### src/rtl/uart_instr_assembler_pkg.sv
// Shared definitions for the UART instruction assembler and its neighbours.
// Holds the default word geometry, the program-memory depth and the
// one-hot state encoding of the assembler FSM.
package uart_instr_assembler_pkg;

  // Defaults shared with the program-loading controller and program memory
  localparam int unsigned WORD_BYTES_DEF = 4;
  localparam int unsigned MAX_INSTR_DEF  = 32;

  localparam int unsigned INSTR_W = 32;
  localparam int unsigned BYTE_W  = 8;
  localparam int unsigned COUNT_W = 6;
  localparam int unsigned STATE_W = 4;

  // One-hot state encodings
  localparam logic [STATE_W-1:0] ST_IDLE_OH    = 4'b0001;
  localparam logic [STATE_W-1:0] ST_COLLECT_OH = 4'b0010;
  localparam logic [STATE_W-1:0] ST_EMIT_OH    = 4'b0100;
  localparam logic [STATE_W-1:0] ST_DONE_OH    = 4'b1000;

  typedef enum logic [STATE_W-1:0] {
    S_IDLE    = ST_IDLE_OH,
    S_COLLECT = ST_COLLECT_OH,
    S_EMIT    = ST_EMIT_OH,
    S_DONE    = ST_DONE_OH
  } state_t;

endpackage

### src/rtl/uart_instr_assembler.sv
// Pops bytes from the UART RX FIFO, parses a header byte N (instruction
// count), then packs the next N*WORD_BYTES bytes into 32-bit instruction
// words written to the instruction FIFO with a one-cycle strobe.
//
// Ports:
//   CLK, RESET     clock (rising edge), asynchronous active-high reset
//   I_RX_EMPTY     UART RX FIFO empty; I_RX_DATA valid while low
//   I_RX_DATA      head byte of the UART RX FIFO
//   O_RD_UART      pop strobe to the RX FIFO (combinational)
//   I_FIFO_FULL    instruction FIFO full
//   O_INSTRUCTION  assembled instruction word
//   O_FLAG_I       instruction FIFO write strobe (combinational)
//   O_LOADING      high while collecting/emitting words of a load
//   O_DONE         one-cycle pulse after the N-th word is written
//   O_ERR          one-cycle pulse after an illegal header byte
//   O_INSTR_COUNT  words written in the current load
module uart_instr_assembler
  import uart_instr_assembler_pkg::*;
#(
  parameter int unsigned WORD_BYTES = WORD_BYTES_DEF,
  parameter int unsigned MAX_INSTR  = MAX_INSTR_DEF,
  parameter int unsigned BIG_ENDIAN = 1
) (
  input  logic                CLK,
  input  logic                RESET,
  input  logic                I_RX_EMPTY,
  input  logic [BYTE_W-1:0]   I_RX_DATA,
  output logic                O_RD_UART,
  input  logic                I_FIFO_FULL,
  output logic [INSTR_W-1:0]  O_INSTRUCTION,
  output logic                O_FLAG_I,
  output logic                O_LOADING,
  output logic                O_DONE,
  output logic                O_ERR,
  output logic [COUNT_W-1:0]  O_INSTR_COUNT
);

  localparam int unsigned BCNT_W = (WORD_BYTES > 1) ? $clog2(WORD_BYTES) : 1;
  localparam logic [BCNT_W-1:0] LAST_BYTE = BCNT_W'(WORD_BYTES - 1);
  localparam logic [BYTE_W-1:0] MAX_HDR   = BYTE_W'(MAX_INSTR);

  state_t               state_q, state_d;
  logic [INSTR_W-1:0]   word_q,  word_d;
  logic [BCNT_W-1:0]    bcnt_q,  bcnt_d;
  logic [COUNT_W-1:0]   n_q,     n_d;
  logic [COUNT_W-1:0]   count_q, count_d;
  logic                 err_q,   err_d;
  logic [INSTR_W-1:0]   shifted;
  logic                 hdr_ok;

  // Pop and write strobes are combinational so the byte/word moves on the same edge
  assign O_RD_UART = ((state_q == S_IDLE) || (state_q == S_COLLECT)) && !I_RX_EMPTY;
  assign O_FLAG_I  = (state_q == S_EMIT) && !I_FIFO_FULL;

  assign O_LOADING     = (state_q == S_COLLECT) || (state_q == S_EMIT);
  assign O_DONE        = (state_q == S_DONE);
  assign O_ERR         = err_q;
  assign O_INSTRUCTION = word_q;
  assign O_INSTR_COUNT = count_q;

  // Byte placement: big-endian shifts in at the bottom, little-endian at the top
  assign shifted = (BIG_ENDIAN != 0) ? {word_q[INSTR_W-BYTE_W-1:0], I_RX_DATA}
                                     : {I_RX_DATA, word_q[INSTR_W-1:BYTE_W]};

  // Range check on the full byte before it is narrowed into N
  assign hdr_ok = (I_RX_DATA != '0) && (I_RX_DATA <= MAX_HDR);

  // State and datapath registers
  always_ff @(posedge CLK or posedge RESET) begin
    if (RESET) begin
      state_q <= S_IDLE;
      word_q  <= '0;
      bcnt_q  <= '0;
      n_q     <= '0;
      count_q <= '0;
      err_q   <= 1'b0;
    end else begin
      state_q <= state_d;
      word_q  <= word_d;
      bcnt_q  <= bcnt_d;
      n_q     <= n_d;
      count_q <= count_d;
      err_q   <= err_d;
    end
  end

  // Next-state and datapath updates
  always_comb begin
    state_d = state_q;
    word_d  = word_q;
    bcnt_d  = bcnt_q;
    n_d     = n_q;
    count_d = count_q;
    err_d   = 1'b0;

    case (state_q)
      S_IDLE: begin
        if (O_RD_UART) begin
          if (hdr_ok) begin
            n_d     = COUNT_W'(I_RX_DATA);
            count_d = '0;
            bcnt_d  = '0;
            state_d = S_COLLECT;
          end else begin
            err_d = 1'b1;
          end
        end
      end

      S_COLLECT: begin
        if (O_RD_UART) begin
          word_d = shifted;
          if (bcnt_q == LAST_BYTE) begin
            bcnt_d  = '0;
            state_d = S_EMIT;
          end else begin
            bcnt_d = BCNT_W'(bcnt_q + 1'b1);
          end
        end
      end

      // Word is held stable until the instruction FIFO accepts it
      S_EMIT: begin
        if (O_FLAG_I) begin
          count_d = COUNT_W'(count_q + 1'b1);
          state_d = (count_d == n_q) ? S_DONE : S_COLLECT;
        end
      end

      S_DONE: begin
        state_d = S_IDLE;
      end

      default: begin
        state_d = S_IDLE;
      end
    endcase
  end

endmodule

### config.mk
export PLATFORM = sky130hd
export DESIGN_NAME = uart_instr_assembler
export DESIGN_NICKNAME = d
export VERILOG_FILES = /design/src/rtl/uart_instr_assembler_pkg.sv /design/src/rtl/uart_instr_assembler.sv
export SDC_FILE = /design/constraint.sdc
export NUM_CORES = 1
export LEC_CHECK = 0
export ABC_CLOCK_PERIOD_IN_PS = 4200
export BUFFER_PORTS_ARGS = -buffer_cell sky130_fd_sc_hd__buf_4
export CAP_MARGIN = 30
export CORE_ASPECT_RATIO = 1.25
export CORE_MARGIN = 4
export CORE_UTILIZATION = 47
export CTS_CLUSTER_SIZE = 30
export DETAILED_ROUTE_END_ITERATION = 8
export PLACE_DENSITY = 0.72
export SETUP_SLACK_MARGIN = 0.05
export SLEW_MARGIN = 30
export SYNTH_ARGS = -nofsm -noshare
export SYNTH_HDL_FRONTEND = slang
export SYNTH_SLANG_ARGS = --single-unit
### constraint.sdc
create_clock -name CLK -period 4.2 [get_ports CLK]
set_input_delay 0 -clock CLK [delete_from_list [all_inputs] [get_ports CLK]]
set_output_delay 0 -clock CLK [all_outputs]
set_load 0.05 [all_outputs]
==> flow_summary_export.csv <==
group,metric,value,unit
critical_path,critPathMaxFanout,4,
synthesis,synth-compound-area-share,0.0461,
critical_path,slowest_delay,0.55,ns
timing,final-hold-violation-count,0,
clock_network,cts.sinks,51,
synthesis,yosys.area.top_type_share,0.555,
timing,finClkSkew,0.00436,ns
synthesis,synth-edff-count,0,
timing,period_minus_slack,2.29,ns
synthesis,synth_fp_nets,186,
placement,place_congestion,0.779,
die,rows,27,
timing,slew_headroom,0.591,
timing,setup_violations,0,
clock_network,path_clk_slew,0.09,ns
clock_network,cts-root-buf,"clkbuf_8",
timing,max_clock_freq,436,MHz
clock_network,cts_resized,0,
detailed_routing,drt-initial-drc-count,55,
detailed_routing,avgViaCountPerCell,5.28,
timing,rsz0062_at_grt,"false",
run,cap_violations,0,
grt,grt_pass1_wl,8030,um
clock_network,cts_tree,"built",
placement,placed_area,2700,um^2
finish,drive_gt1_frac,0.458,
detailed_routing,route.detailed.drc,0,
synthesis,synthesis.area,2250,um^2
critical_path,arrival,2.49,ns
worst_hold_path,hold_path_depth,3,
timing,setup_tns,0,ns
critical_path,cpLargestDelayFamily,"simple AND/OR/NAND/NOR gates",
critical_path,rr_endpoint,"O_INSTR_COUNT[5]",
timing,fin_crit_sh,0.546,
placement,dp_hpwl,3190,um
critical_path,slowest_stage,"dlygate4sd3_1",
detailed_routing,drtPass1Iterations,4,
finish,nets,249,
die,ioPinCount,55,
synthesis,syn_avg_cell_area,13.1,um^2
grt,grt_util_all_layers,0.166,
clock_network,cts_setup_buffers,0,
worst_hold_path,hold_end,"O_ERR",
synthesis,synth-seq-cells,51,
placement,io_buffers,54,
die,core-area,4530,um^2
critical_path,crit_required,4.40,ns
synthesis,synth_xor_area_frac,0.0427,
grt,grt_max_degree,52,
synthesis,syn_inst,172,
synthesis,yosys-top-cells-area,"dfrtp_1 (55%), mux2_2 (17%), mux2_4 (3.3%), xnor2_1 (2.3%), xor2_1 (1.9%)",
detailed_routing,ant_nets,0,
detailed_routing,finalWirelength,4560,um
clock_network,htree_levels,2,
die,die_w,70.0,um
synthesis,synth_area_leader_cell,"dfrtp_1",
worst_hold_path,hp-class,"in -> reg",
critical_path,ff2ff_setup_slack,1.95,ns
critical_path,crit_type,"in -> reg",
critical_path,rr_startpoint,"state_q[1]",
worst_hold_path,worstHoldStart,"I_RX_EMPTY",
critical_path,crit_path_end_kind,"flip-flop",
synthesis,yosysSeqAreaShare,0.567,
synthesis,post-synth-top-count-cell,"dfrtp_1",
finish,num_antenna_cells,0,
pwr,total_leakage_power,1.45,nW
pwr,p_per_area,348,nW/um^2
synthesis,synth_commonest_cells,"dfrtp_1 (50), mux2_2 (34), nand2_1 (7), o21ai_0 (6), xnor2_1 (6)",
synthesis,async_reset_ff_frac,1.00,
clock_network,numCtsBuffers,5,
finish,fin_area,2890,um^2
detailed_routing,wire_per_inst,15.5,um
critical_path,critPathBufInv,2,
critical_path,r2r_cells,5,
synthesis,netlist-cell-type-count,37,
synthesis,ys.flop_type,"dfrtp_1",
run_status,outcome,"complete, no violations",
timing,worst_pin_slew,0.613,ns
critical_path,cp-start-kind,"primary input",
clock_network,cts_max_path_buffers,2,
grt,antenna_found_initial,0,
clock_network,clk_latency,0.30,ns
finish,area_growth,28.3,%
synthesis,synthAdderAreaFrac,0.0111,
detailed_routing,routed-via-count,1553,
die,die-height,85.4,um
grt,grt-ovfl-total,0,
synthesis,synth_simple_gate_area_frac,0.102,
clock_network,cts_hold_buf,9,
synthesis,ys_warn_count,0,
pwr,peakVddDrop,0.318,mV
critical_path,path_cells,"dlygate4sd3_1, buf_4, or4_1, o21ai_0, nand4b_1, mux2_2, a21o_1",
timing,final-max-slew-violation-count,0,
die,die_area,5980,um^2
synthesis,synth_top_family_by_area,"multiplexers",
grt,grt_pass1_vias,1623,
die,initial_core_util,0.498,
synthesis,muxShareOfSynthArea,0.208,
worst register-to-register path: cells and delay by family (launching register included):
family          cells  cell delay (ns)
compound gates      1             0.18
buf+inv             1             0.22
flops               1             0.44
mux                 1             0.36
simple gates        2             0.94
power breakdown:
part / total [mW] / switching [mW] / internal (mW)
clock: 0.299 / 0.164 / 0.135
combinational: 0.163 / 0.0892 / 0.0743
sequential: 0.545 / 0.0258 / 0.520
area by class of cell:
class	instances	area (um^2)
Sequential cell	51	1280
Fill cell	365	1630
Inverter	4	17.5
Timing Repair Buffer	64	503
Multi-Input combinational cell	109	923
Clock buffer	6	82.6
Tap cell	58	72.6
Clock inverter	2	16.3
metal layers:
| metal | routed length, um | up-vias | track usage |
|---|---|---|---|
| met5 | 0 | - | 0 |
| met4 | 53 | 0 | 0.0505 |
| met3 | 222 | 6 | 0.0438 |
| met2 | 2350 | 32 | 0.290 |
| met1 | 1940 | 772 | 0.201 |
| li1 | - | 743 | - |
cells in the final DEF (no fill, tap or decap), types with 2 or more instances in the layout:
| master | synthesis | layout |
|---|---|---|
| buf_4 | 0 | 55 |
| dfrtp_1 | 50 | 50 |
| mux2_2 | 34 | 34 |
| dlygate4sd3_1 | 0 | 9 |
| nand2_1 | 7 | 7 |
| o21ai_0 | 6 | 6 |
| xnor2_1 | 6 | 6 |
| clkbuf_8 | 0 | 6 |
| or4_1 | 5 | 5 |
| nand3_1 | 5 | 5 |
| xor2_1 | 5 | 5 |
| mux2_4 | 5 | 5 |
| nor2_1 | 4 | 4 |
| nor3_1 | 4 | 4 |
| inv_1 | 4 | 3 |
| o22ai_1 | 3 | 3 |
| nand2b_1 | 2 | 2 |
| a21oi_1 | 2 | 2 |
| nor4_1 | 2 | 2 |
| nor3b_1 | 2 | 2 |
| a31oi_1 | 2 | 2 |
| ha_1 | 2 | 2 |
how the worst max path moves through the flow:
stage                      start                to  slack (ns)  cells after the start
floorplan             state_q[0]         O_RD_UART        1.11                      2
global placement      state_q[1]  O_INSTR_COUNT[5]        2.03                      5
detailed placement    state_q[1]  O_INSTR_COUNT[5]        1.99                      5
CTS                 I_RX_DATA[0]  O_INSTR_COUNT[5]        1.95                      7
global route        I_RX_DATA[0]  O_INSTR_COUNT[5]        1.76                      7
finish              I_RX_DATA[0]  O_INSTR_COUNT[5]        1.91                      7
logic make-up (layout without fill, tap and decap cells):
logic type / count (synthesis) / after routing
AOI/OAI and AO/OA: 17 / 17
xor gates and xnor gates: 11 / 11
adders and majority gates: 2 / 2
buffers and inverters: 12 / 76
DFF: 51 / 51
muxes: 40 / 40
and+or+nand+nor: 39 / 39
stage by stage:
stage	hold WS [ns]	power, mW	std cells	utilization	setup WS (ns)
2_1_floorplan	0.148	0.663	172	-	1.11
4_1_cts	0.0248	1.02	294	0.639	1.95
3_5_place_dp	0.128	0.714	277	0.597	1.99
3_3_place_gp	0.245	0.711	277	0.597	2.03
5_1_grt	0.0446	1.05	294	0.639	1.76
6_report	0.0267	1.01	294	0.639	1.91
registers in the layout, indices dropped and copies added, names as in the netlist:
name,cells
O_ERR,1
O_INSTRUCTION,32
O_INSTR_COUNT,6
bcnt_q,2
n_q,6
state_q,4
No activity file was read; power rests on OpenSTA's default activity.
